**src/rtl/seven_seg_pkg.sv**
```systemverilog
// Shared constants and types for the 8-digit 7-segment scan controller.
package seven_seg_pkg;

  // Cathode and anode idle levels (active-low display: all ones is dark).
  localparam logic [6:0] SEG_BLANK  = 7'h7F;
  localparam logic [7:0] AN_ALL_OFF = 8'hFF;

  // Active-low segment patterns {CG,CF,CE,CD,CC,CB,CA}, indexed by hex nibble.
  localparam logic [6:0] HEX_SEG_TABLE [16] = '{
    7'b1000000,  // 0
    7'b1111001,  // 1
    7'b0100100,  // 2
    7'b0110000,  // 3
    7'b0011001,  // 4
    7'b0010010,  // 5
    7'b0000010,  // 6
    7'b1111000,  // 7
    7'b0000000,  // 8
    7'b0010000,  // 9
    7'b0001000,  // A
    7'b0000011,  // b
    7'b1000110,  // C
    7'b0100001,  // d
    7'b0000110,  // E
    7'b0001110   // F
  };

  // Phase within a digit slot.
  typedef enum logic {
    PH_BLANK = 1'b0,
    PH_DRIVE = 1'b1
  } phase_e;

  // Width of the slot counter that runs 0..clks-1.
  function automatic int unsigned cnt_width(input int unsigned clks);
    return (clks > 2) ? $clog2(clks) : 1;
  endfunction

endpackage

```
**src/rtl/seven_seg_scan_ctrl_hex.sv**
```systemverilog
// Purely combinational hex nibble to active-low segment decode.
module hex_to_7seg
  import seven_seg_pkg::*;
(
  input  logic [3:0] nibble,
  output logic [6:0] seg
);

  // Table lookup of the segment pattern for one hex digit.
  always_comb begin
    seg = HEX_SEG_TABLE[nibble];
  end

endmodule

```
**src/rtl/seven_seg_scan_ctrl.sv**
```systemverilog
// Time-multiplexed scan controller for an 8-digit common-anode display.
// Display data arrives through a single-entry valid/ready buffer and is
// committed to the active registers only at the end of digit 7's slot.
module seven_seg_scan_ctrl
  import seven_seg_pkg::*;
#(
  parameter int unsigned CLKS_PER_DIGIT = 100000,
  parameter int unsigned BLANK_CYCLES   = 1000
) (
  input  logic        CLK100MHZ,
  input  logic        CPU_RESETN,
  input  logic        load_valid,
  output logic        load_ready,
  input  logic [31:0] load_value,
  input  logic [7:0]  load_digit_en,
  input  logic [7:0]  load_dp,
  output logic [7:0]  AN,
  output logic [6:0]  SEG,
  output logic        DP,
  output logic        frame_start,
  output logic [2:0]  cur_digit
);

  localparam int unsigned     CNT_W    = cnt_width(CLKS_PER_DIGIT);
  localparam logic [CNT_W-1:0] CNT_LAST = CNT_W'(CLKS_PER_DIGIT - 1);
  // Phase of slot position 0; with no blanking every cycle is a drive cycle.
  localparam phase_e PHASE_AT_ZERO = (BLANK_CYCLES == 0) ? PH_DRIVE : PH_BLANK;

  // Scan state
  logic [CNT_W-1:0] cnt, cnt_d;
  logic [2:0]       idx, idx_d;
  phase_e           phase, phase_d;
  logic             slot_last;
  logic             commit;

  // Active and pending display data
  logic [31:0] act_value, pend_value;
  logic [7:0]  act_en, pend_en;
  logic [7:0]  act_dp, pend_dp;
  logic        pend_full;

  // Output datapath
  logic [3:0] nibble;
  logic [6:0] seg_dec;
  logic       lit;
  logic [7:0] an_d;
  logic [6:0] seg_d;
  logic       dp_d;

  // Scan state register: slot counter, digit index and slot phase.
  always_ff @(posedge CLK100MHZ or negedge CPU_RESETN) begin
    if (!CPU_RESETN) begin
      cnt   <= '0;
      idx   <= '0;
      phase <= PHASE_AT_ZERO;
    end else begin
      cnt   <= cnt_d;
      idx   <= idx_d;
      phase <= phase_d;
    end
  end

  // Next scan state; phase is decoded from the next count so it stays
  // aligned with cnt in the register.
  always_comb begin
    slot_last = (cnt == CNT_LAST);
    cnt_d     = cnt + 1'b1;
    idx_d     = idx;
    if (slot_last) begin
      cnt_d = '0;
      idx_d = idx + 3'd1;
    end
    phase_d = (32'(cnt_d) < BLANK_CYCLES) ? PH_BLANK : PH_DRIVE;
    commit  = slot_last && (idx == 3'd7);
  end

  // Pending buffer capture and frame-boundary commit to the active set.
  // A full buffer at the commit cycle empties, so a load waiting on it
  // is taken one cycle later once load_ready has risen.
  always_ff @(posedge CLK100MHZ or negedge CPU_RESETN) begin
    if (!CPU_RESETN) begin
      pend_full  <= 1'b0;
      pend_value <= '0;
      pend_en    <= '0;
      pend_dp    <= '0;
      act_value  <= '0;
      act_en     <= '0;
      act_dp     <= '0;
    end else if (commit && pend_full) begin
      act_value <= pend_value;
      act_en    <= pend_en;
      act_dp    <= pend_dp;
      pend_full <= 1'b0;
    end else if (load_valid && !pend_full) begin
      pend_value <= load_value;
      pend_en    <= load_digit_en;
      pend_dp    <= load_dp;
      pend_full  <= 1'b1;
    end
  end

  assign load_ready = ~pend_full;

  // Select the current digit's nibble and decide whether it is lit.
  always_comb begin
    nibble = act_value[{idx, 2'b00} +: 4];
    lit    = (phase == PH_DRIVE) && act_en[idx];
    an_d   = AN_ALL_OFF;
    seg_d  = SEG_BLANK;
    dp_d   = 1'b1;
    if (lit) begin
      an_d  = ~(8'b0000_0001 << idx);
      seg_d = seg_dec;
      dp_d  = ~act_dp[idx];
    end
  end

  hex_to_7seg u_hex_to_7seg (
    .nibble (nibble),
    .seg    (seg_dec)
  );

  // Registered pin outputs, one cycle behind the scan state.
  always_ff @(posedge CLK100MHZ or negedge CPU_RESETN) begin
    if (!CPU_RESETN) begin
      AN          <= AN_ALL_OFF;
      SEG         <= SEG_BLANK;
      DP          <= 1'b1;
      frame_start <= 1'b0;
      cur_digit   <= '0;
    end else begin
      AN          <= an_d;
      SEG         <= seg_d;
      DP          <= dp_d;
      frame_start <= (cnt == '0) && (idx == 3'd0);
      cur_digit   <= idx;
    end
  end

endmodule

```
**config.mk**
```make
export PLATFORM = sky130hd
export DESIGN_NAME = seven_seg_scan_ctrl
export DESIGN_NICKNAME = d
export VERILOG_FILES = /design/src/rtl/seven_seg_pkg.sv /design/src/rtl/seven_seg_scan_ctrl_hex.sv /design/src/rtl/seven_seg_scan_ctrl.sv
export SDC_FILE = /design/constraint.sdc
export NUM_CORES = 1
export LEC_CHECK = 0
export BUFFER_PORTS_ARGS = -buffer_cell sky130_fd_sc_hd__buf_2
export CAP_MARGIN = 10
export CORE_MARGIN = 1
export CORE_UTILIZATION = 58
export CTS_CLUSTER_SIZE = 20
export DETAILED_ROUTE_END_ITERATION = 16
export GPL_ROUTABILITY_DRIVEN = 0
export PLACE_DENSITY = 0.79
export SYNTH_ARGS = -nofsm -noshare
export SYNTH_HDL_FRONTEND = slang
export SYNTH_HIERARCHICAL = 1
export SYNTH_SLANG_ARGS = --single-unit
```
**constraint.sdc**
```tcl
create_clock -name CLK100MHZ -period 3.7 [get_ports CLK100MHZ]
set_input_delay 0 -clock CLK100MHZ [delete_from_list [all_inputs] [get_ports CLK100MHZ]]
set_output_delay 0 -clock CLK100MHZ [all_outputs]
set_load 0.03 [all_outputs]
```
== Word-level counts from Yosys, hierarchy flattened ==
Memory sizes are Yosys's and may differ from the RTL's.
Cells that the tools add are included.

* $add $sub $neg: 2
* Order comparisons: 3
* Equality and inequality tests: 2
* Shifts and indexed selects: 2
* Mux-type cells: 13
* Bitwise operators: 5
* Reduce and logical (&&, ||, !) cells: 10

{| class="wikitable"
|+ Operator list
! kind !! number
|-
| 32-bit by 6-bit indexed part select with 4-bit output || 1
|-
| 7-bit 2-to-1 mux || 3
|-
| 17-bit by 1-bit adder with 17-bit output, second input constant || 1
|-
| 17-bit == test, second input constant || 1
|-
| 17-bit logical NOT || 1
|-
| 17-bit by 10-bit < comparator with 1-bit output, second input constant || 1
|-
| 17-bit 2-to-1 mux || 1
|-
| 8-bit 2-to-1 mux || 1
|-
| 8-bit NOT || 1
|-
| 1-bit by 3-bit left shift with 8-bit output, first input constant || 1
|-
| 1-bit binary-select mux with 3-bit select || 2
|-
| 1-bit 2-to-1 mux || 6
|-
| 5-bit greater-or-equal comparator, second input constant || 1
|-
| 1-bit logical AND || 5
|-
| 4-bit NOT with 5-bit output || 1
|-
| 3-bit by 4-bit < comparator with 1-bit output, second input constant || 1
|-
| 3-bit by 1-bit adder with 3-bit output, second input constant || 1
|-
| 3-bit == test, second input constant || 1
|-
| 3-bit logical NOT || 1
|-
| 1-bit NOT || 3
|-
| 2-bit AND reduction || 1
|-
| 2-bit nonzero test || 1
|-
| 1-bit logical NOT || 1
|}

* Register bits after elaboration: 138
* ROM bits: 112
* Input port bits: 51
* Word-level logic and storage cells: 53
* Memories kept: 1

{| class="wikitable"
|+ Memory list
! name !! depth !! bits a word !! rd ports !! clocked after memory_dff !! wr ports !! RTL line !! text
|-
| (no name shown) || 16 || 7 || 1 || 0 || 0 || seven_seg_scan_ctrl_hex.sv:11 || <nowiki>seg = HEX_SEG_TABLE[nibble];</nowiki>
|}

== Depth between registers and ports, before layout ==
* Depth in word-level cells: 6
* Depth in mapped cells: 10
* Mapped depth without buffers: 9

== Modules after synthesis ==
Netlist, hierarchy kept.

{| class="wikitable"
|+ By module, submodules not included
! module !! instances !! cells an instance !! area each (um^2) !! seq. area each (um^2)
|-
| seven_seg_scan_ctrl || 1 || 412 || 5835.6 || 3473.3
|-
| hex_to_7seg || 1 || 32 || 275.3 || 0.0
|}

== Worst setup path after synthesis ==
No wires, ideal clock.

* Path type: flip-flop to flip-flop
* Start: register idx[0]
* End: register SEG[3]
* Data arrival time: 2642 ps
* Required time: 3612 ps
* Slack: 970 ps
* Stages on the path, launching flop included: 10
* Path buffers: 1
* Cells stage by stage: dfrtp_1 buf_2 mux4_2 nand2_1 nand2_1 inv_1 ha_1 inv_1 mux4_1 or3_1

* Longest elaborated chain between the ends: 6

{| class="wikitable"
|+ Ends and longest elaborated chain
! item !! RTL line !! text
|-
| start: declaration || seven_seg_scan_ctrl.sv:31 || <nowiki>logic [2:0] idx, idx_d;</nowiki>
|-
| start signal: assignment || seven_seg_scan_ctrl.sv:58 || <nowiki>idx <= idx_d;</nowiki>
|-
| 32-bit by 6-bit indexed part select with 4-bit output || seven_seg_scan_ctrl.sv:106 || <nowiki>nibble = act_value[{idx, 2'b00} +: 4];</nowiki>
|-
| via nibble[0] || seven_seg_scan_ctrl.sv:43 || <nowiki>logic [3:0] nibble;</nowiki>
|-
| 4-bit NOT with 5-bit output (not written as such) || seven_seg_scan_ctrl_hex.sv:11 ||
|-
| memory 16 x 7 bit || -- ||
|-
| 7-bit 2-to-1 mux (not written as such) (2 in a row) || seven_seg_scan_ctrl_hex.sv:11 ||
|-
| via seg_dec[3] || seven_seg_scan_ctrl.sv:44 || <nowiki>logic [6:0] seg_dec;</nowiki>
|-
| 7-bit 2-to-1 mux || seven_seg_scan_ctrl.sv:111 || <nowiki>if (lit) begin</nowiki>
|-
| via seg_d[3] || seven_seg_scan_ctrl.sv:47 || <nowiki>logic [6:0] seg_d;</nowiki>
|-
| end signal: assignment || seven_seg_scan_ctrl.sv:133 || <nowiki>SEG <= seg_d;</nowiki>
|-
| end: declaration || seven_seg_scan_ctrl.sv:18 || <nowiki>output logic [6:0] SEG,</nowiki>
|}

The timed path passes the listed nets, and every way through them passes these cells. The select of a mux whose other input is x is not followed.
A chain may end at the register's enable or synchronous reset.

== Final worst setup path ==
Same ends and word-level chain as after synthesis.

==> summary.txt <==
Run status
  • Status: completed

STA
  • Worst hold slack: between 0.15 and 0.2 ns
  • Final hold violation count: 0
  • Period Utilization, post-route: approximately 78%
  • PnR worst setup slack: 0.8232 ns
  • Post-route setup TNS: 0 ns
  • Max_slew headroom: a little over a third
  • Max Slew Vio Count: 0
  • # setup viols final: 0
  • Slew @ Worst Pin: 0.9798 ns
  • RSZ-0062 raised after global routing: no
  • Setup Skew: 0.008484 ns
  • Max Freq: approximately 350 MHz
  • Min cycle time layout: 2.877 ns

Global routing
  • Total GRT Usage: about a quarter
  • Congestion Overflow GR: 0
  • Global routing's busiest layer: met2
  • Pin count of the biggest net entering global routing: roughly 110
  • Antenna violations before repair: 0
  • Met2 usage: 42.62%
  • First-pass GRT wire length: 21050 um
  • M1 GR Usage: about 32%
  • Vias in the first global route: between 4000 and 5000
  • Met3 usage: 6.114%

Floorplan
  • IO Pins: 72
  • Chip width: 104.6 um
  • Core Area: just over 10000 sq um
  • Die Ht: about 100 um
  • Starting Density: between 50% and 60%
  • Row cnt: 37
  • Die Area: between 10000 and 15000 sq um

Worst setup path
  • Crit. End Element: flop
  • WP buf/inv: 2
  • R2r setup slk: between 0.8 and 0.9 ns
  • Top Family by Delay on Critical Path: multiplexers
  • Worst Path Arrival: ~3.3 ns
  • CP Max Fanout: 10
  • Kind of critical path: flop to flop
  • Setup crit start kind: flop
  • Slowest stage cell, crit path: dfrtp_1
  • CP Data Required Time: about 4.2 ns
  • Crit path largest cell delay: ~0.68 ns
  • Critical-path cell list: mux4_2 > nand2_1 > nand2_1 > inv_1 > ha_1 > inv_1 > mux4_1 > or3_1

Clock tree
  • Reg clk slew, reported paths: roughly 0.060 ns
  • Worst skew pair latency: between 0.5 and 0.6 ns
  • H-tree levels: 4
  • TritonCTS sink count: between 100 and 150
  • CTS root buf: clkbuf_8
  • Maximum clock path buffer count: 2
  • CTS tree: built
  • CTS buffer count: 17

Layout
  • Core Util, Final: about three quarters
  • Share of layout cells above drive strength 1: between 30% and 40%
  • Synth-to-layout area growth: 25.70%
  • Diode count: 0
  • Nets: approximately 630

Job
  • Max-Cap Viols: 0

Place
  • PortBufs: 71
  • Hpwl dp: roughly 7800 um
  • Dpl ws: about 0.86 ns

Drt
  • WL per Instance: ~18 um
  • DRC: 0
  • Post-DRT Antenna Nets: 0
  • Vias: ~4000
  • Detailed Route WL: approximately 13000 um
  • DRT iter0 DRCs: between 200 and 250
  • Vias per cell: 5.564
  • DR pass1 iterations: 5

Power
  • Maximum VDD drop: just under 0.3 mV
  • P per Cell Area: between 400 and 500 nW/um^2
  • Pleak: between 3 and 4 nW
  • Final Power: roughly 0.0035 W

Synth
  • Number of synthesized flops with an enable pin: 0
  • Syn_nets: 510
  • Post-Synthesis Cells: 444
  • Ys async rst share: 100.0%
  • Synthesized area: roughly 6100 sq um
  • Yosys warnings: 6
  • Primary FF master, synth: dfrtp_1
  • Seq/Total Area, Yosys: 56.84%
  • Synth cell types: 48
  • Post-synthesis register bit count: 138
  • Mean post-synth cell area: roughly 14 sq um

Min path
  • Min-Delay Path Class: primary input to async pin
[path summary, 6_finish.rpt]
check / cells past startpoint / end / startpoint
max in group asynchronous: 3 / act_value[17] / CPU_RESETN
worst min-delay path: 2 / pend_value[1] / CPU_RESETN
min in group CLK100MHZ: 3 / pend_dp[1] / load_dp[1]
worst max register to register: 8 / SEG[3] / idx[0]
worst min register to register: 1 / act_value[16] / act_value[16]
worst max-delay path: 8 / SEG[3] / idx[0]
[per-stage QoR]
stage          instance area [sq um]  cells
6_report                        7681    716
3_5_place_dp                    6568    634
3_3_place_gp                    6568    634
2_1_floorplan                   6111    444
4_1_cts                         7681    716
5_1_grt                         7681    716
[cell usage after synthesis (2+ instances only)]
master | instances | area (sq um)
a21oi_1 | 4 | 20.02
mux2_2 | 88 | 991.0
nand3_1 | 5 | 25.02
a22o_1 | 2 | 17.52
inv_1 | 13 | 48.80
xnor2_1 | 10 | 87.58
and3_1 | 3 | 18.77
ha_1 | 15 | 187.7
mux4_2 | 12 | 270.3
and4_1 | 4 | 35.03
buf_1 | 4 | 15.01
buf_2 | 4 | 20.02
or3b_1 | 2 | 17.52
nand2_1 | 32 | 120.1
o32a_1 | 2 | 20.02
mux2_1 | 9 | 101.4
o2111ai_1 | 2 | 17.52
nor4_1 | 2 | 12.51
nor3_1 | 7 | 35.03
nor2_1 | 20 | 75.07
nand4_1 | 9 | 56.30
o21ai_0 | 4 | 20.02
dfrtp_1 | 122 | 3053
dfstp_2 | 16 | 420.4
xor2_1 | 5 | 43.79
clkbuf_1 | 8 | 30.03
or2_2 | 2 | 12.51
buf_4 | 4 | 30.03
or3_1 | 10 | 62.56
mux2i_1 | 5 | 50.05
nor2b_1 | 2 | 12.51
[registers in the layout (all words and copies together), names as in the netlist, 3 cells and up]
| register | cells |
|---|---|
| act_en | 8 |
| cnt | 17 |
| AN | 8 |
| SEG | 7 |
| cur_digit | 3 |
| pend_en | 8 |
| pend_dp | 8 |
| act_dp | 8 |
| pend_value | 32 |
| act_value | 32 |
| idx | 3 |
[repair_timing]
action                                 4_1_cts  5_1_grt
buffers inserted                             0        0
gates resized for setup                      0        0
hold buffers                                50        0
endpoints found under the hold margin      144        0
setup endpoints to repair                    0        0
[layer usage]
layer  vias up  part of all wire [%]
met5         -                     0
met1      2014                    43
met3        20                   4.2
li1       1834                     -
met4         0                   1.6
met2       116                    51
[cells by family (layout without fill, tap and decap cells)]
kind of cell    count (synthesis)  count (layout)  synth area share [%]
compound gates                 21              21                 2.437
xor+xnor                       15              15                 2.150
fa+ha+maj                      15              15                 3.071
buf+inv                        37             173                 3.174
flops                         138             138                 56.84
mux                           115             115                 23.55
simple gates                  103             103                 8.784
[power by group]
| group | total [W] | switching, W | internal [W] | leakage (nW) |
|---|---|---|---|---|
| Sequential | 0.00161 | 0.0000367 | 0.00157 | 1.78 |
| Combinational | 0.000158 | 0.0000595 | 0.0000982 | 1.49 |
| Clock | 0.00174 | 0.000648 | 0.00109 | 0.298 |
| Total | 0.00351 | 0.000744 | 0.00276 | 3.57 |
[area by class of cell]
cell class              instances  area, sq um
clock inverters                15        198.9
clock buffers                  17        414.1
flip-flops and latches        138         3473
well taps                     136        170.2
fillers                       643         2596
inverters                      14        52.55
repair buffers                127        919.6
multi-input cells             269         2452
[cells in the final DEF, fill, tap and decap left out, drive strengths merged, types with 5 or more instances in the layout]
cell type / n
dfrtp: 122
mux2: 97
buf: 77
dlygate4sd3: 50
nand2: 32
nor2: 20
clkbuf: 17
dfstp: 16
ha: 15
inv: 14
mux4: 13
xnor2: 10
or3: 10
nand4: 9
clkinv: 9
nor3: 7
nand3: 5
xor2: 5
mux2i: 5
o21ai: 5
(Power assumes the default switching activity.)
